$ cat config.mk
export PLATFORM = sky130hd
export DESIGN_NAME = uart_cmd_decoder
export DESIGN_NICKNAME = d
export VERILOG_FILES = /design/src/rtl/uart_cmd_decoder.sv
export SDC_FILE = /design/constraint.sdc
export NUM_CORES = 1
export LEC_CHECK = 0
export ABC_CLOCK_PERIOD_IN_PS = 2900
export CORE_MARGIN = 8
export CORE_UTILIZATION = 54
export CTS_CLUSTER_DIAMETER = 40
export DETAILED_ROUTE_END_ITERATION = 8
export PLACE_DENSITY = 0.77
export SETUP_SLACK_MARGIN = 0.02
export SLEW_MARGIN = 20
export SYNTH_ARGS = -nofsm -noshare
export SYNTH_HDL_FRONTEND = slang
export SYNTH_SLANG_ARGS = --single-unit
$ cat constraint.sdc
create_clock -name clk -period 2.9 [get_ports clk]
set_input_delay 0.435 -clock clk [delete_from_list [all_inputs] [get_ports clk]]
set_output_delay 0.435 -clock clk [all_outputs]
set_load 0.05 [all_outputs]
$ cat src/rtl/uart_cmd_decoder.sv
// rtl/uart_cmd_decoder.sv - UART command decoder for cat shooting flags and AES key store
module uart_cmd_decoder #(
    parameter int unsigned     TIMEOUT_CYCLES = 10_334_000,
    parameter int unsigned     TO_BITS        = 24,
    parameter logic [7:0]      CMD_FLAGS      = 8'd65,
    parameter logic [7:0]      CMD_KEY        = 8'd66
) (
    input  logic               clk,
    input  logic               reset,
    input  logic               rx_empty,
    input  logic [7:0]         rx_byte,
    output logic               rd_uart,
    output logic [7:0]         cat_status,
    output logic [127:0]       key_out,
    output logic               key_valid,
    output logic               cmd_err,
    output logic               busy
);

    typedef enum logic [2:0] {IDLE, F_ARG, F_END, K_DATA, K_END} state_t;

    localparam logic [TO_BITS-1:0] TO_LAST = TO_BITS'(TIMEOUT_CYCLES - 1);

    state_t               state, state_nx;
    logic [7:0]           arg, arg_nx;
    logic [3:0]           cnt, cnt_nx;
    logic [127:0]         stage, stage_nx;
    logic [TO_BITS-1:0]   to_cnt, to_nx;
    logic [7:0]           cat_nx;
    logic [127:0]         key_nx;
    logic                 kv_nx, err_nx;
    logic                 pop;

    // The FIFO head is fall-through, so a byte is consumed whenever one is present.
    assign pop     = ~rx_empty & ~reset;
    assign rd_uart = pop;
    assign busy    = (state != IDLE);

    always_comb begin
        state_nx = state;
        arg_nx   = arg;
        cnt_nx   = cnt;
        stage_nx = stage;
        cat_nx   = cat_status;
        key_nx   = key_out;
        kv_nx    = 1'b0;
        err_nx   = 1'b0;
        to_nx    = to_cnt;

        if (state == IDLE || pop)
            to_nx = '0;
        else if (to_cnt != TO_LAST)
            to_nx = to_cnt + 1'b1;

        if (pop) begin
            case (state)
                IDLE: begin
                    if (rx_byte == CMD_FLAGS) begin
                        state_nx = F_ARG;
                    end else if (rx_byte == CMD_KEY) begin
                        state_nx = K_DATA;
                        cnt_nx   = '0;
                    end else begin
                        err_nx = 1'b1;
                    end
                end
                F_ARG: begin
                    arg_nx   = rx_byte;
                    state_nx = F_END;
                end
                F_END: begin
                    state_nx = IDLE;
                    if (rx_byte == CMD_FLAGS && arg == 8'd96)
                        cat_nx = 8'hFF;
                    else if (rx_byte == CMD_FLAGS && arg >= 8'd65 && arg <= 8'd72)
                        cat_nx = cat_status & ~(8'd1 << (arg - 8'd65));
                    else
                        err_nx = 1'b1;
                end
                K_DATA: begin
                    // Command bytes here are plain key data; only the terminator is checked.
                    stage_nx = {stage[119:0], rx_byte};
                    cnt_nx   = cnt + 4'd1;
                    if (cnt == 4'd15)
                        state_nx = K_END;
                end
                K_END: begin
                    state_nx = IDLE;
                    if (rx_byte == CMD_KEY) begin
                        key_nx = stage;
                        kv_nx  = 1'b1;
                    end else begin
                        err_nx = 1'b1;
                    end
                end
                default: state_nx = IDLE;
            endcase
        end else if (state != IDLE && to_cnt == TO_LAST) begin
            state_nx = IDLE;
            err_nx   = 1'b1;
        end
    end

    always_ff @(posedge clk) begin
        if (reset) begin
            state      <= IDLE;
            arg        <= '0;
            cnt        <= '0;
            stage      <= '0;
            to_cnt     <= '0;
            cat_status <= 8'hFF;
            key_out    <= '0;
            key_valid  <= 1'b0;
            cmd_err    <= 1'b0;
        end else begin
            state      <= state_nx;
            arg        <= arg_nx;
            cnt        <= cnt_nx;
            stage      <= stage_nx;
            to_cnt     <= to_nx;
            cat_status <= cat_nx;
            key_out    <= key_nx;
            key_valid  <= kv_nx;
            cmd_err    <= err_nx;
        end
    end

endmodule

==> Word-level counts from Yosys, hierarchy flattened <==
Index checks and enable logic that the tools add are counted.
Widths: inputs -> output; s select.
{ "totals": {"register_bits": 305, "output_inout_bits": 140} }
{ "classes": {"n_addsub": 3, "magnitude_cmp": 2, "n_eq_ne": 14, "shift": 1, "mux": 19, "bitwise": 7, "n_reduce_logical": 18} }
{ "ops": {"columns": ["operator", "count"], "rows": [
  ["$add 24x1->24 const B", 1],
  ["$eq 24x24->1 const B", 1],
  ["$eq 8x7->1 const B", 3],
  ["$ne 24x24->1 const B", 1],
  ["$mux 8", 2],
  ["$mux 3", 5],
  ["$pmux 3 s3", 1],
  ["$reduce_and 3->1", 3],
  ["$and 8x8->8", 1],
  ["$ge 8x7->1 const B", 1],
  ["$le 8x7->1 const B", 1],
  ["$mux 4", 2],
  ["$not 8->8", 1],
  ["$pmux 4 s2", 1],
  ["$shl 1x8->8 const A", 1],
  ["$sub 8x7->8 const B", 1],
  ["$mux 1", 7],
  ["$eq 3x2->1 const B", 2],
  ["$reduce_bool 2->1", 3],
  ["$add 4x1->4 const B", 1],
  ["$eq 4x4->1 const B", 1],
  ["$logic_and 1x1->1", 4],
  ["$ne 4x2->1 const B", 1],
  ["$not 1->1", 4],
  ["other kinds (14)", 15]
]} }

==> Logic depth before layout (Yosys ltp) <==
Gate-level depths: netlist (run 1).
{ "logic_depth": {"ltp_word": 7, "mapped_depth": 8, "depth_no_buf": 7} }

==> Worst setup path after synthesis (run 1) <==
No wires, ideal clock.
{ "synth_path": {"path_type": "in2reg", "startpoint": "in rx_empty", "endpoint": "reg cat_status[6]", "setup_time_ns": 0.114, "arrival_ns": 2.348, "required_ns": 2.786, "path_slack_ns": 0.438, "cell_stages": 6, "path_buffers": 1, "path_cell_list": "buf_2 nor2_1 nand3_1 nor4b_2 nand3_1 a21o_1"} }
{ "synth_via": {"elab_chain_len": 3} }
{ "synth_lines": {"columns": ["item", "line", "source"], "rows": [
  ["start, declared", "10", "input logic rx_empty,"],
  ["$not 1->1", "35", "assign pop = ~rx_empty & ~reset;"],
  ["$and 1x1->1", "35", null],
  ["named net rd_uart", "12", "output logic rd_uart,"],
  ["$reduce_and 3->1 (no source line)", null, null],
  ["end signal, assigned", "121", "cat_status <= cat_nx;"],
  ["end, declared", "13", "output logic [7:0] cat_status,"]
]} }
The timed path passes the listed nets, and every way through them passes these cells.
A chain may end at the register's enable or synchronous reset.

==> Worst setup path after layout (run 1) <==
{ "layout_path": {"startpoint": "reg state[1]", "endpoint": "out busy"} }
{ "layout_via": {"elab_chain_len": 1} }
{ "layout_lines": {"columns": ["item", "line", "source"], "rows": [
  ["start, declared", "24", "state_t state, state_nx;"],
  ["start signal, assigned", "116", "state <= state_nx;"],
  ["$reduce_bool 3->1", "37", "assign busy = (state != IDLE);"],
  ["end, declared", "17", "output logic busy"]
]} }
Every way passes these cells.

==> flow_summary.toml, run 1 <==
[floorplan]
std_cell_rows = 52
num_io_pins = 151
fp.dieH_um = 160
dieArea_um2 = 25500
coreArea_um2 = 20200
initial_core_util = 0.551
dieWidth_um = 160

[sta]
slew_violations = 0
post-route-period-util = 0.903
relSlewSlack = 0.446
hold_violations = 0
setup_viol = 0
fin_crit_ns = 2.62
fmax_ghz = 0.382
worstMarginPinSlew_ns = 0.832
tns_ns = 0
setup_slack_ns = 0.282
rsz0062_at_grt = "false"
clock_skew_ns = 0.0103

[yosys]
netlist_area_um2 = 11200
postSynthAreaPerCell_um2 = 7.98
synth-edff-count = 0
ys.flop_type = "dfxtp_1"
async_flop_share = 0
syn_inst = 1398
ys_seq_area_frac = 0.547
ys_ff_latch = 305
syn-num-nets = 1413
yosysWarnings = 0
yosysUniqueCellTypes = 50

[clock_network]
clk_pin_slew_ns = 0.05
clock_latency_ns = 0.52
cts_tree = "done"
postCtsSetupRepairBufs = 0
clock-root-buffer = "clkbuf_16"
htree_levels = 2
clkSinkCount = 305
hold_buffers = 0
cts_made_buffers = 37
clockBufferDepth = 3
cts_resized = 0

[worst_setup_path]
slowest_delay_ns = 0.83
path_class = "reg -> out"
critPathLaunchType = "flop"
r2r_start = "arg[0]"
path_cells = "nor3_1, inv_1, clkdlybuf4s50_1"
crit_slowest_cell = "clkdlybuf4s50_1"
crit_path_end_kind = "output pin"
r2r_cells = 7
worstSetupStartpoint = "state[1]"
endpoint = "busy"
arrival_ns = 2.18
r2r_setup_slack_ns = 0.54
required_ns = 2.47
path_max_fanout = 10
reg2reg_to = "cat_status[3]"

[grt]
grt_overflow_total = 0
antenna_found_initial = 0
grt_max_degree = 140
grt_pass1_vias = 9298
grt_pass1_wl_um = 46200
groute.usage.overall = 0.211

[layout]
layout.nets = 1524
n_antenna_cell = 0
area_growth_pct = 26.9
drive_gt1_frac = 0.0632

[detailed_routing]
vias = 9746
dr.pass1.iters = 6
via_per_inst = 5.40
wl_per_cell_um = 15.3
ant_nets = 0
wl_um = 27700
drtIter0Drc = 673
drc = 0

[job]
max_cap_violations = 0

[place]
gp_congestion = 0.844
place_ws_ns = 0.238
dp_hpwl_um = 17300
numPortBuffers = 150

[pwr]
irDropWorstVdd_mv = 0.450
p_per_area_nw_per_um2 = 649
leakagePower_nw = 5.41
p_total_mw = 9.18

[outcome]
status = "complete, no violations"

[worst_hold_path]
worstHoldPathType = "in -> reg"
-- cells by family (layout without fill, tap and decap cells) --
family,count (synthesis),after routing,share of synthesized area
muxes,1,1,0.000897
AOI/OAI and AO/OA,177,177,0.0897
buffers and inverters,110,248,0.0434
adders and majority gates,4,4,0.00449
DFF,305,305,0.547
xor gates and xnor gates,20,20,0.0157
and+or+nand+nor,781,781,0.299
-- power breakdown --
group	total (mW)	internal [mW]	switching, mW
Combinational	0.134	0.0358	0.0985
Sequential	4.19	4.19	0.00292
Clock	4.86	3.06	1.80
Total	9.18	7.28	1.90
-- worst min path at each step --
stage,slack [ns],depth (start not counted),end,from
floorplan,0.43,2,stage[120],stage[112]
global placement,0.44,1,cat_status[3],cat_status[3]
detailed placement,0.44,1,cat_status[0],cat_status[0]
CTS,0.40,3,cmd_err,reset
global route,0.41,3,cmd_err,reset
finish,0.42,3,cmd_err,reset
-- state kept, by name (all words and copies together), names as in the netlist --
signal,flops
to_cnt,24
arg,8
state,3
cmd_err,1
cnt,4
stage,128
key_valid,1
key_out,128
cat_status,8
-- area by class of cell --
| class | count | area [µm²] |
|---|---|---|
| Sequential cell | 305 | 6110 |
| Fill cell | 1594 | 6080 |
| Multi-Input combinational cell | 983 | 4590 |
| Timing Repair Buffer | 168 | 1740 |
| Clock buffer | 47 | 1060 |
| Tap cell | 270 | 338 |
| Clock inverter | 19 | 262 |
| Inverter | 14 | 57.6 |
-- layout by cell type (no fill, tap or decap), types with 11 or more instances in the layout --
cell and n:
a21oi_1 139, buf_4 11, dfxtp_1 305, nor2_1 31
inv_1 12, clkdlybuf4s50_1 148, clkbuf_16 39, nand2_1 544
nand3_1 151, xnor2_1 13
-- Yosys cell counts, drive strengths merged, types with 5 or more instances --
| master | n | area [µm²] |
|---|---|---|
| and3 | 5 | 31.3 |
| buf | 42 | 229 |
| nor4 | 8 | 71.3 |
| nor2 | 32 | 128 |
| nor3 | 8 | 40.0 |
| nand3 | 153 | 771 |
| clkbuf | 54 | 203 |
| o21ai | 7 | 35.0 |
| inv | 14 | 52.6 |
| dfxtp | 305 | 6110 |
| a21o | 8 | 60.1 |
| nand4 | 7 | 50.1 |
| a21oi | 139 | 696 |
| xnor2 | 13 | 114 |
| nand2 | 544 | 2040 |
| xor2 | 7 | 61.3 |
-- worst max-delay path: cells and delay by family, from the launching register on --
kind / cells / cell delay [ns]
DFF: 1 / 0.54
buffers and inverters: 2 / 1.00
and+or+nand+nor: 1 / 0.13
-- routing by layer --
metal  vias up  global-route usage  share of wire
met1      4616               0.265           0.44
met5         -                   0              0
met4         0              0.0669          0.019
met2       273               0.348           0.48
li1       4812                   -              -
met3        45              0.0527          0.065
-- metrics by stage --
step	instance area, µm²	instances	hold WS (ns)	utilization
3_3_place_gp	12800	1740	0.436	0.635
3_5_place_dp	12800	1740	0.441	0.635
4_1_cts	14200	1806	0.402	0.700
2_1_floorplan	11200	1398	0.432	-
6_report	14200	1806	0.418	0.700
5_1_grt	14200	1806	0.408	0.700
Note: power is estimated with default switching activity, not from simulation.
==> run 2: changes to the inputs <==
--- a/config.mk
+++ b/config.mk
@@ -10,8 +10,10 @@
 export CORE_UTILIZATION = 54
 export CTS_CLUSTER_DIAMETER = 40
 export DETAILED_ROUTE_END_ITERATION = 8
+export GPL_ROUTABILITY_DRIVEN = 0
 export PLACE_DENSITY = 0.77
 export SETUP_SLACK_MARGIN = 0.02
+export SKIP_LAST_GASP = 1
 export SLEW_MARGIN = 20
 export SYNTH_ARGS = -nofsm -noshare
 export SYNTH_HDL_FRONTEND = slang
==> results of run 2 <==
No change in the layout: final DEF, timing and power equal those of run 1.
==> run 3: changes to the inputs <==
--- a/config.mk
+++ b/config.mk
@@ -6,7 +6,7 @@
 export NUM_CORES = 1
 export LEC_CHECK = 0
 export ABC_CLOCK_PERIOD_IN_PS = 2900
-export CORE_MARGIN = 8
+export CORE_MARGIN = 4
 export CORE_UTILIZATION = 54
 export CTS_CLUSTER_DIAMETER = 40
 export DETAILED_ROUTE_END_ITERATION = 8
==> run 3 against run 2 <==
  * Die area down 9.8%
  * Utilization decreased by 0.51 points
  * First-iteration DRC count is 1.5% higher
  * Non-clock buffer count is 3 higher
  * Critical path depth is the same
  * Combinational power barely moved
  * Sequential cell count did not move
  * Power is 2.6% lower
  * Critical path type unchanged
  * Critical endpoint unchanged
==> flow_summary.toml, run 3 (synthesis gave the netlist of run 1 again) <==
[clock_network]
htree_levels = 2
postCtsSetupRepairBufs = 0
cts_made_buffers = 37
clkSinkCount = 305
clock_latency_ns = 0.52
clockBufferDepth = 3
cts_tree = "done"
hold_buffers = 0
clk_pin_slew_ns = 0.06
cts_resized = 0
clock-root-buffer = "clkbuf_16"

[grt]
grt_max_degree = 120
grt_pass1_wl_um = 44400
grt_overflow_total = 0
grt_pass1_vias = 9173
antenna_found_initial = 0
groute.usage.overall = 0.232

[worst_setup_path]
path_max_fanout = 10
required_ns = 2.47
arrival_ns = 2.18
r2r_start = "arg[0]"
worstSetupStartpoint = "state[1]"
reg2reg_to = "cat_status[3]"
critPathLaunchType = "flop"
crit_path_end_kind = "output pin"
path_class = "reg -> out"
r2r_setup_slack_ns = 0.49
endpoint = "busy"
r2r_cells = 7

[floorplan]
dieWidth_um = 152
dieArea_um2 = 23000
fp.dieH_um = 152
coreArea_um2 = 20300
std_cell_rows = 52
initial_core_util = 0.550
num_io_pins = 151

[layout]
layout_commonest_cell = "nand2_1"
drive_gt1_frac = 0.0642
area_growth_pct = 26.4
final_area_um2 = 14100
layout.nets = 1527
largest_registers = "key_out (128), stage (128), to_cnt (24)"
n_antenna_cell = 0
fillers = 1639
layout_common_cells = "nand2_1, dfxtp_1, nand3_1, clkdlybuf4s50_1, a21oi_1"

[worst_hold_path]
worstHoldPathType = "in -> reg"

[detailed_routing]
wl_per_cell_um = 14.7
wl_um = 26600
ant_nets = 0
dr.pass1.iters = 5
via_per_inst = 5.34
drtIter0Drc = 683
vias = 9679
drc = 0

[sta]
relSlewSlack = 0.451
post-route-period-util = 0.902
hold_violations = 0
setup_viol = 0
clock_skew_ns = 0.0186
slew_violations = 0
worstMarginPinSlew_ns = 0.824
tns_ns = 0
fmax_ghz = 0.382
rsz0062_at_grt = "false"
fin_crit_ns = 2.62

[pwr]
p_total_mw = 8.95
irDropWorstVdd_mv = 0.414
p_per_area_nw_per_um2 = 635
leakagePower_nw = 5.36

[job]
max_cap_violations = 0

[place]
dp_hpwl_um = 16500
numPortBuffers = 150
place_area_um2 = 12800

[outcome]
status = "complete, no violations"
==> run 3: changes by cell type in the layout (fill, tap and decap cells not counted) <==
cell,before,now
buf_4,11,16
clkbuf_1,3,6
buf_12,9,7
clkinv_4,2,5
clkbuf_16,39,37
clkinv_2,3,2
inv_8,1,0
inv_6,6,3
clkinvlp_4,2,7
bufinv_16,5,4
clkbuf_8,5,2
clkinv_8,0,2
==> run 3: cell type report <==
| class | count | area (µm²) | share of cell area |
|---|---|---|---|
| Clock buffer | 45 | 976 | 0.0692 |
| Clock inverter | 23 | 285 | 0.0202 |
| Inverter | 14 | 57.6 | 0.00408 |
| Multi-Input combinational cell | 983 | 4590 | 0.326 |
| Sequential cell | 305 | 6110 | 0.433 |
| Tap cell | 270 | 338 | 0.0240 |
| Timing Repair Buffer | 171 | 1740 | 0.124 |
==> run 3: power by group <==
| group | total (mW) | switching (mW) | internal [mW] |
|---|---|---|---|
| Sequential | 4.20 | 0.00304 | 4.19 |
| Clock | 4.62 | 1.81 | 2.81 |
| Combinational | 0.135 | 0.0982 | 0.0365 |
==> run 3: how the worst min path moves through the flow <==
stage / start / end / slack [ns] / cells after the start
after floorplan: stage[112] / stage[120] / 0.43 / 2
after global placement: cat_status[0] / cat_status[0] / 0.44 / 1
after detailed placement: cat_status[1] / cat_status[1] / 0.44 / 1
after CTS: reset / arg[1] / 0.22 / 2
after global routing: reset / arg[0] / 0.23 / 2
final: reset / arg[1] / 0.23 / 2
==> run 3: layer usage <==
metal  routed length [µm]  track usage  up-vias
met3                 1320       0.0452       44
met5                    0            0        -
met2                12600        0.369      250
li1                     -            -     4813
met4                  566       0.0683        0
met1                12100        0.322     4572
==> run 3: through the flow <==
step / setup WS, ns / hold WS [ns] / utilization / std cells
final: 0.283 / 0.225 / 0.695 / 1811
after global routing: 0.161 / 0.225 / 0.695 / 1811
after CTS: 0.271 / 0.216 / 0.695 / 1811
after detailed placement: 0.238 / 0.443 / 0.632 / 1743
after global placement: 0.306 / 0.435 / 0.632 / 1743
after floorplan: 0.438 / 0.432 / - / 1398
==> run 3: critical path, stage by stage, from the launching register on <==
cell             delay [ns]
dfxtp_1                0.55
nor3_1                 0.14
inv_1                  0.15
clkdlybuf4s50_1        0.82
